$ cat src/rtl/replica_sequencer.sv
// Per-replica annealing sequencer: draws 2-opt pairs, steps the distance/exchange pair,
// and runs periodic neighbour-replica exchange. Define REPLICA_SEQ_STAT_EN for accept/swap counters.
module replica_sequencer #(
  parameter int          CITY_LOG      = 6,
  parameter int          ITER_W        = 16,
  parameter int          SWAP_INTERVAL = 64,
  parameter int          EXEC_CYCLES   = 64,
  parameter logic [15:0] SEED          = 16'hACE1
) (
  input  logic                clk,
  input  logic                reset,
  input  logic                start,
  input  logic [ITER_W-1:0]   iter_num,
  input  logic                replica_id_odd,
  input  logic                dist_done,
  input  logic                accept_valid,
  input  logic                accept,
  output logic                c_distance,
  output logic [1:0]          c_exchange,
  output logic [CITY_LOG-1:0] opt_k,
  output logic [CITY_LOG-1:0] opt_l,
  output logic                rbank,
  output logic                busy,
  output logic                done,
  output logic [ITER_W-1:0]   iter_cnt
`ifdef REPLICA_SEQ_STAT_EN
  ,
  output logic [ITER_W-1:0]   accept_cnt,
  output logic [ITER_W-1:0]   swap_cnt
`endif
);

  localparam logic       DIST_NOP  = 1'b0;
  localparam logic       DIST_CALC = 1'b1;
  localparam logic [1:0] EX_NOP    = 2'd0;
  localparam logic [1:0] EX_OPT    = 2'd1;
  localparam logic [1:0] EX_PREV   = 2'd2;
  localparam logic [1:0] EX_FOLW   = 2'd3;

  localparam int EW = $clog2(EXEC_CYCLES + 1);
  localparam int SW = $clog2(SWAP_INTERVAL + 1);

  typedef enum logic [3:0] {
    S_IDLE, S_GEN, S_LAUNCH, S_WAIT, S_DECIDE, S_EXEC, S_NEXT, S_SWAP1, S_SWAP2, S_FIN
  } state_t;

  state_t              state, next_state;
  logic [15:0]         lfsr;
  logic [15:0]         lfsr_next;
  logic [ITER_W-1:0]   iter_target;
  logic [ITER_W-1:0]   iter_inc;
  logic [EW-1:0]       exec_ctr;
  logic [SW-1:0]       swap_ctr;
  logic [CITY_LOG-1:0] draw_a, draw_b;
  logic                swap_due;
  logic                run_start;
  logic                take_move;

  assign draw_a    = lfsr[CITY_LOG-1:0];
  assign draw_b    = lfsr[2*CITY_LOG-1:CITY_LOG];
  assign lfsr_next = {lfsr[14:0], lfsr[15] ^ lfsr[13] ^ lfsr[12] ^ lfsr[10]};
  assign iter_inc  = iter_cnt + ITER_W'(1);
  assign swap_due  = (swap_ctr == SW'(SWAP_INTERVAL - 1));
  assign run_start = (state == S_IDLE) && start && (iter_num != '0);
  assign take_move = (state == S_DECIDE) && accept_valid && accept;

  // A zero-length run goes straight to FIN so done still pulses while busy stays low.
  always_comb begin
    next_state = state;
    c_distance = DIST_NOP;
    c_exchange = EX_NOP;
    busy       = 1'b0;
    done       = 1'b0;
    case (state)
      S_IDLE: begin
        if (start) next_state = (iter_num == '0) ? S_FIN : S_GEN;
      end
      S_GEN: begin
        busy = 1'b1;
        if (draw_a != draw_b) next_state = S_LAUNCH;
      end
      S_LAUNCH: begin
        busy       = 1'b1;
        c_distance = DIST_CALC;
        next_state = dist_done ? S_DECIDE : S_WAIT;
      end
      S_WAIT: begin
        busy = 1'b1;
        if (dist_done) next_state = S_DECIDE;
      end
      S_DECIDE: begin
        busy = 1'b1;
        if (accept_valid) next_state = accept ? S_EXEC : S_NEXT;
      end
      S_EXEC: begin
        busy       = 1'b1;
        c_exchange = EX_OPT;
        if (exec_ctr == '0) next_state = S_NEXT;
      end
      S_NEXT: begin
        busy = 1'b1;
        if (iter_inc == iter_target) next_state = S_FIN;
        else if (swap_due)           next_state = S_SWAP1;
        else                         next_state = S_GEN;
      end
      S_SWAP1: begin
        busy       = 1'b1;
        c_exchange = replica_id_odd ? EX_PREV : EX_FOLW;
        next_state = S_SWAP2;
      end
      S_SWAP2: begin
        busy       = 1'b1;
        c_exchange = replica_id_odd ? EX_FOLW : EX_PREV;
        next_state = S_GEN;
      end
      S_FIN: begin
        done       = 1'b1;
        next_state = S_IDLE;
      end
      default: next_state = S_IDLE;
    endcase
  end

  // The LFSR only steps in GEN, so a repeated draw just costs one more GEN cycle.
  always_ff @(posedge clk) begin
    if (reset) begin
      state       <= S_IDLE;
      lfsr        <= SEED;
      opt_k       <= '0;
      opt_l       <= '0;
      rbank       <= 1'b0;
      iter_cnt    <= '0;
      iter_target <= '0;
      exec_ctr    <= '0;
      swap_ctr    <= '0;
    end else begin
      state <= next_state;
      if (run_start) begin
        iter_target <= iter_num;
        iter_cnt    <= '0;
        swap_ctr    <= '0;
      end
      if (state == S_GEN) begin
        lfsr <= lfsr_next;
        if (draw_a != draw_b) begin
          opt_k <= (draw_a < draw_b) ? draw_a : draw_b;
          opt_l <= (draw_a < draw_b) ? draw_b : draw_a;
        end
      end
      if (take_move)
        exec_ctr <= EW'(EXEC_CYCLES - 1);
      else if ((state == S_EXEC) && (exec_ctr != '0))
        exec_ctr <= exec_ctr - EW'(1);
      if (state == S_NEXT) begin
        iter_cnt <= iter_inc;
        swap_ctr <= swap_due ? '0 : swap_ctr + SW'(1);
      end
      if (state == S_SWAP2) rbank <= ~rbank;
    end
  end

`ifdef REPLICA_SEQ_STAT_EN
  // Saturating run statistics, cleared together with iter_cnt on an accepted start.
  always_ff @(posedge clk) begin
    if (reset || run_start) begin
      accept_cnt <= '0;
      swap_cnt   <= '0;
    end else begin
      if (take_move && (accept_cnt != '1)) accept_cnt <= accept_cnt + ITER_W'(1);
      if ((state == S_SWAP2) && (swap_cnt != '1)) swap_cnt <= swap_cnt + ITER_W'(1);
    end
  end
`endif

endmodule

$ cat config.mk
export PLATFORM = sky130hd
export DESIGN_NAME = replica_sequencer
export DESIGN_NICKNAME = d
export VERILOG_FILES = /design/src/rtl/replica_sequencer.sv
export SDC_FILE = /design/constraint.sdc
export NUM_CORES = 1
export LEC_CHECK = 0
export ABC_AREA = 1
export ABC_CLOCK_PERIOD_IN_PS = 5650
export CORE_AREA = 2 2 86 120
export DETAILED_ROUTE_END_ITERATION = 6
export DIE_AREA = 0 0 88 122
export HOLD_SLACK_MARGIN = 0.1
export PLACE_DENSITY_LB_ADDON = 0.12
export SETUP_SLACK_MARGIN = 0.4
export SYNTH_ARGS = -nofsm -noshare
export SYNTH_HDL_FRONTEND = slang
export SYNTH_SLANG_ARGS = --single-unit
export TNS_END_PERCENT = 1
$ cat constraint.sdc
create_clock -name clk -period 5.65 [get_ports clk]
set_input_delay 0.8475 -clock clk [delete_from_list [all_inputs] [get_ports clk]]
set_output_delay 0.8475 -clock clk [all_outputs]
set_load 0.05 [all_outputs]
==> flow_summary.yaml, run 1 <==
floorplanning:
  die_h_um: 122
  initial_core_util_pct: 43.61
  io_pins: 57
  die_w_um: 88
  die_area_mm2: 0.01074
  coreArea_mm2: 0.009738
  core.rowCount: 43
grt:
  grt_remaining_overflow: 0
  grt_pass1_wl_mm: 18.24
  grt_usage_pct: 21.68
  antenna_found_initial: 0
  grtUsageMet3_pct: 3.455
  use_met1_pct: 24.66
  met2_usage_pct: 39.39
  first_global_vias: 4001
  grt_max_degree: 37
  busiest_layer: "met2"
place:
  numPortBuffers: 56
  gp_congestion: 0.8597
  place_area_mm2: 0.004913
  dp_hpwl_mm: 8.136
timing:
  setup_violations: 0
  timing.fmax_mhz: 297.0
  worst_pin_slew_ns: 0.6038
  final_max_slew_viol_count: 0
  tns_ns: 0
  timing.final.crit_period_ns: 3.367
  fin_skew_ns: 0.005566
  rsz0062_at_grt: "false"
  finalCritPeriodShare_pct: 59.60
  whs_ns: 0.4636
  finalHoldViolCount: 0
  relSlewSlack_pct: 59.75
layout:
  final_common_cell: "nand2_1"
  area_growth_pct: 22.60
  register_area_mm2: 0.001582
  diodes: 0
  mostFrequentLayoutCells: "nand2_1, dfxtp_1, inv_1"
  stdcell_area_mm2: 0.005206
  multiInputGateArea_mm2: 0.002255
  fin_util_pct: 53.46
  fill_cells: 974
  drive_gt1_share_pct: 6.259
  finalNetCount: 699
detailed_routing:
  ant_nets: 0
  first_pass_iters: 4
  drt-wirelength-per-cell_um: 13.78
  drc: 0
  drtIter0Drc: 220
  drt-total-wl_mm: 11.11
  viasPerCell: 5.155
  route.vias.total: 4155
clocking:
  cts_setup_buffers: 0
  cts_sinks: 79
  clk_path_buf_depth: 2
  cts.clk_slew.worst_paths_ns: 0.06
  ctsResizeCount: 0
  cts_max_level: 3
  worstSkewPairLatency_ns: 0.34
  root_buffer: "clkbuf_16"
  cts_made_buffers: 9
  cts_tree: "yes"
  holdBufCountCts: 0
outcome:
  outcome: "finished, final reports clean"
pwr:
  power_frac_comb_pct: 41.8
  power_frac_clock_pct: 24.6
  p_seq_share_pct: 33.6
  p_leak_nw: 2.105
  peakVddDrop_uv: 363.9
  p_sw_share_pct: 41.59
  internal_power_mw: 1.378
  power_density_mw_per_mm2: 453.2
  p_switching_mw: 0.9813
critical_path:
  critPathCaptureType: "flip-flop"
  crit_arrival_ns: 3.57
  crit_required_ns: 5.86
  timing.rr.end: "swap_ctr[2]"
  reg2reg_depth: 10
  cp-start-kind: "input pin"
  critPathKind: "input pin to flip-flop"
  r2r_start: "state[3]"
  path_max_fanout: 27
  rrSetupSlack_ns: 3.25
synthesis:
  syn_area_mm2: 0.004247
  avgSynthCellArea_um2: 6.894
  synthDistinctLibCells: 38
  yosysWarnings: 0
  synth-seq-area-share_pct: 37.24
  synth_seq_cells: 79
  syn-num-nets: 649
  synth_cells: 616
job:
  maxCapViolCount: 0
hold_path:
  min_to: "exec_ctr[0]"
  hold_class: "flip-flop to flip-flop"
  hp-start: "exec_ctr[0]"
  hold_depth: 2
-- flip-flops by register name, summed over array words and instances, names as in the netlist --
register / cells
lfsr: 16
opt_l: 6
iter_target: 16
iter_cnt: 16
opt_k: 6
rbank: 1
state: 4
exec_ctr: 7
swap_ctr: 7
-- power by group through the flow --
stage	logic [mW]	registers [mW]	clock network (mW)
CTS	0.993	0.793	0.593
floorplan	0.624	0.923	0
detailed placement	0.983	0.803	0
global route	1.10	0.810	0.609
global placement	0.976	0.800	0
finish	0.986	0.793	0.580
-- cell usage after synthesis --
| cell | n | share of area, % |
|---|---|---|
| nand2_1 | 132 | 12 |
| dfxtp_1 | 79 | 37 |
| inv_1 | 77 | 6.8 |
| nor2_1 | 61 | 5.4 |
| a21oi_1 | 50 | 5.9 |
| nand3_1 | 43 | 5.1 |
| o21ai_0 | 39 | 4.6 |
| o211ai_1 | 28 | 4.9 |
| clkbuf_1 | 12 | 1.1 |
| ha_1 | 10 | 2.9 |
| nand4_1 | 9 | 1.3 |
| nand3b_1 | 8 | 1.4 |
| nor3_1 | 8 | 0.94 |
| inv_2 | 6 | 0.53 |
| nor2_4 | 6 | 1.6 |
| buf_2 | 5 | 0.59 |
| nor4_1 | 5 | 0.74 |
| xnor2_1 | 4 | 0.82 |
| nand2_2 | 3 | 0.44 |
| nor2_2 | 3 | 0.44 |
| xor2_1 | 3 | 0.62 |
| a211oi_1 | 2 | 0.35 |
| a31oi_1 | 2 | 0.29 |
| and2_1 | 2 | 0.29 |
| buf_1 | 2 | 0.18 |
| buf_4 | 2 | 0.35 |
| nor3_2 | 2 | 0.47 |
| o21ai_1 | 2 | 0.24 |
| o21bai_1 | 2 | 0.35 |
| a21oi_2 | 1 | 0.21 |
| a31oi_4 | 1 | 0.50 |
| inv_4 | 1 | 0.15 |
| nand3_2 | 1 | 0.24 |
| o2111ai_1 | 1 | 0.21 |
| o21a_1 | 1 | 0.18 |
| o21ai_2 | 1 | 0.21 |
| o31ai_1 | 1 | 0.18 |
| xnor3_1 | 1 | 0.53 |
-- cell type report --
cell class,count,area share [%]
Clock buffer,13,4.807
Inverter,84,6.104
Timing Repair Buffer,60,11.34
Clock inverter,3,0.8171
Sequential cell,79,30.38
Tap cell,135,3.244
Multi-Input combinational cell,432,43.31
-- per-layer routing --
metal	vias to the layer above	share of wire, %	wire length, um
met5	-	0	0
met3	21	3.4	373
met4	0	2.3	251
met2	92	51	5686
met1	1901	43	4795
li1	2141	-	-
-- cells by family (layout without fill, tap and decap cells) --
group / count (synthesis) / after routing / share of synthesized area (%)
AND/OR/NAND/NOR: 283 / 283 / 30.02
buffers and inverters: 105 / 160 / 9.664
XOR/XNOR: 8 / 8 / 1.974
adder cells (fa/ha/maj): 10 / 10 / 2.946
flip-flops: 79 / 79 / 37.24
AO/OA/AOI/OAI: 131 / 131 / 18.15
-- critical path, stage by stage --
cell	delay, ns
clkdlybuf4s50_1	0.42
nor4_1	0.50
nand4_1	0.23
nand3_2	0.41
inv_1	0.25
nor2_2	0.32
buf_4	0.26
inv_1	0.10
a21oi_1	0.15
nor3_1	0.06
-- stage by stage --
stage	setup slack, ns	power (mW)	cells
2_1_floorplan	3.128	1.547	616
3_3_place_gp	2.099	1.775	790
3_5_place_dp	1.998	1.786	790
4_1_cts	2.339	2.379	806
5_1_grt	2.061	2.522	806
6_report	2.283	2.359	806
-- how the worst max path moves through the flow --
| stage | slack [ns] | cells after the start | end | from |
|---|---|---|---|---|
| detailed placement | 2.00 | 10 | swap_ctr[2] | iter_num[5] |
| finish | 2.28 | 10 | swap_ctr[2] | iter_num[12] |
| global route | 2.06 | 10 | swap_ctr[2] | iter_num[0] |
| global placement | 2.10 | 10 | swap_ctr[2] | iter_num[0] |
| floorplan | 3.13 | 4 | done | state[0] |
| CTS | 2.34 | 10 | swap_ctr[2] | iter_num[12] |
Power figures use the tool's default switching activity.
==> run 2, diff against run 1 <==
ABC_CLOCK_PERIOD_IN_PS = 3400   (was 5650)
clock period = 3.4 ns   (was 5.65 ns; I/O delays follow)
==> flow_summary.yaml, run 2 (synthesis gave the netlist of run 1 again) <==
outcome:
  outcome: "finished, final reports clean"
critical_path:
  critPathKind: "flip-flop to output port"
  path_max_fanout: 6
  reg2reg_depth: 11
  critPathCaptureType: "output port"
  crit_required_ns: 2.89
  crit_arrival_ns: 2.26
  cp-start-kind: "flip-flop"
layout:
  drive_gt1_share_pct: 6.548
  mostFrequentLayoutCells: "nand2_1, dfxtp_1, inv_1"
  area_growth_pct: 22.48
  fill_cells: 982
  diodes: 0
  finalNetCount: 702
  largest_registers: "iter_cnt (16), iter_target (16), lfsr (16)"
  final_common_cell: "nand2_1"
clocking:
  cts_max_level: 3
  ctsResizeCount: 0
  cts_sinks: 79
  clk_path_buf_depth: 2
  holdBufCountCts: 0
  cts.clk_slew.worst_paths_ns: 0.06
  cts_setup_buffers: 0
  cts_tree: "yes"
  cts_made_buffers: 9
  worstSkewPairLatency_ns: 0.34
  root_buffer: "clkbuf_16"
pwr:
  p_sw_share_pct: 41.90
  peakVddDrop_uv: 672.2
  p_leak_nw: 2.111
  p_seq_share_pct: 33.9
  internal_power_mw: 2.249
  power_frac_comb_pct: 43.2
  p_switching_mw: 1.622
  power_density_mw_per_mm2: 744.2
  power_frac_clock_pct: 22.9
timing:
  setup_ws_ns: 0.6289
  relSlewSlack_pct: 49.83
  final_max_slew_viol_count: 0
  setup_violations: 0
  finalHoldViolCount: 0
  fin_skew_ns: 0.004977
  rsz0062_at_grt: "false"
  finalCritPeriodShare_pct: 81.50
  timing.final.crit_period_ns: 2.771
  timing.fmax_mhz: 360.9
  tns_ns: 0
  worst_pin_slew_ns: 0.7485
floorplanning:
  core.rowCount: 43
  die_area_mm2: 0.01074
  io_pins: 57
  initial_core_util_pct: 43.61
  coreArea_mm2: 0.009738
  die_h_um: 122
  die_w_um: 88
grt:
  first_global_vias: 3913
  antenna_found_initial: 0
  grt_pass1_wl_mm: 18.16
  met2_usage_pct: 38.40
  grtUsageMet3_pct: 3.930
  grt_usage_pct: 22.01
  grt_remaining_overflow: 0
  busiest_layer: "met2"
  use_met1_pct: 25.18
  grt_max_degree: 37
hold_path:
  hold_class: "flip-flop to flip-flop"
  hold_depth: 2
place:
  dp_hpwl_mm: 8.179
  numPortBuffers: 56
  dp_slack_ns: 0.4752
  gp_congestion: 0.8874
detailed_routing:
  drtIter0Drc: 183
  ant_nets: 0
  viasPerCell: 5.094
  route.vias.total: 4111
  first_pass_iters: 4
  drc: 0
  drt-total-wl_mm: 11.06
  drt-wirelength-per-cell_um: 13.71
job:
  maxCapViolCount: 0
-- run 2: per-stage QoR --
step                      hold WS, ns  area [um^2]  instances  utilization, %  power (mW)
final                          0.4646         5201        807           53.41       3.871
after global routing           0.4835         5201        807           53.41       4.156
after CTS                      0.4635         5201        807           53.41       3.906
after detailed placement       0.4546         4936        793           50.69       2.998
after global placement         0.4476         4936        793           50.69       2.982
after floorplan                0.4356         4247        616               -       2.571
-- run 2: layout make-up --
cell class | instances | area [um^2] | area share [%]
multi-input combinational | 432 | 2255 | 43.35
sequential | 79 | 1582 | 30.41
timing repair buffer | 63 | 613.1 | 11.79
inverter | 84 | 317.8 | 6.110
clock buffer | 13 | 260.3 | 5.004
tap | 135 | 168.9 | 3.248
clock inverter | 1 | 5.005 | 0.09622
-- run 2: power by group through the flow --
stage	Clock, mW	Combinational [mW]	Sequential (mW)
floorplan	0	1.04	1.53
global placement	0	1.66	1.33
detailed placement	0	1.67	1.33
CTS	0.910	1.68	1.31
global route	0.947	1.87	1.34
finish	0.888	1.67	1.31
-- run 2: metal layers --
layer / wire (um) / vias to the layer above / share of wire [%]
li1: - / 2140 / -
met1: 4646 / 1862 / 42
met2: 5676 / 90 / 51
met3: 407 / 19 / 3.7
met4: 331 / 0 / 3.0
met5: 0 / - / 0
-- run 2: worst paths after layout --
path | start | to | slack, ns
setup reg to reg | lfsr[10] | opt_k[1] | 1.03
setup / recovery | state[0] | c_exchange[0] | 0.63
hold reg to reg | swap_ctr[3] | swap_ctr[3] | 0.46
hold / removal | swap_ctr[3] | swap_ctr[3] | 0.46
-- run 2: worst max-delay path, cell delays in order, from the launching register on --
cell and delay [ns]:
dfxtp_1 0.36, nor2_1 0.12, inv_1 0.08, nor2_1 0.08, inv_1 0.08, nor2_1 0.19
nand2_1 0.08, o211ai_1 0.10, clkdlybuf4s50_1 0.83
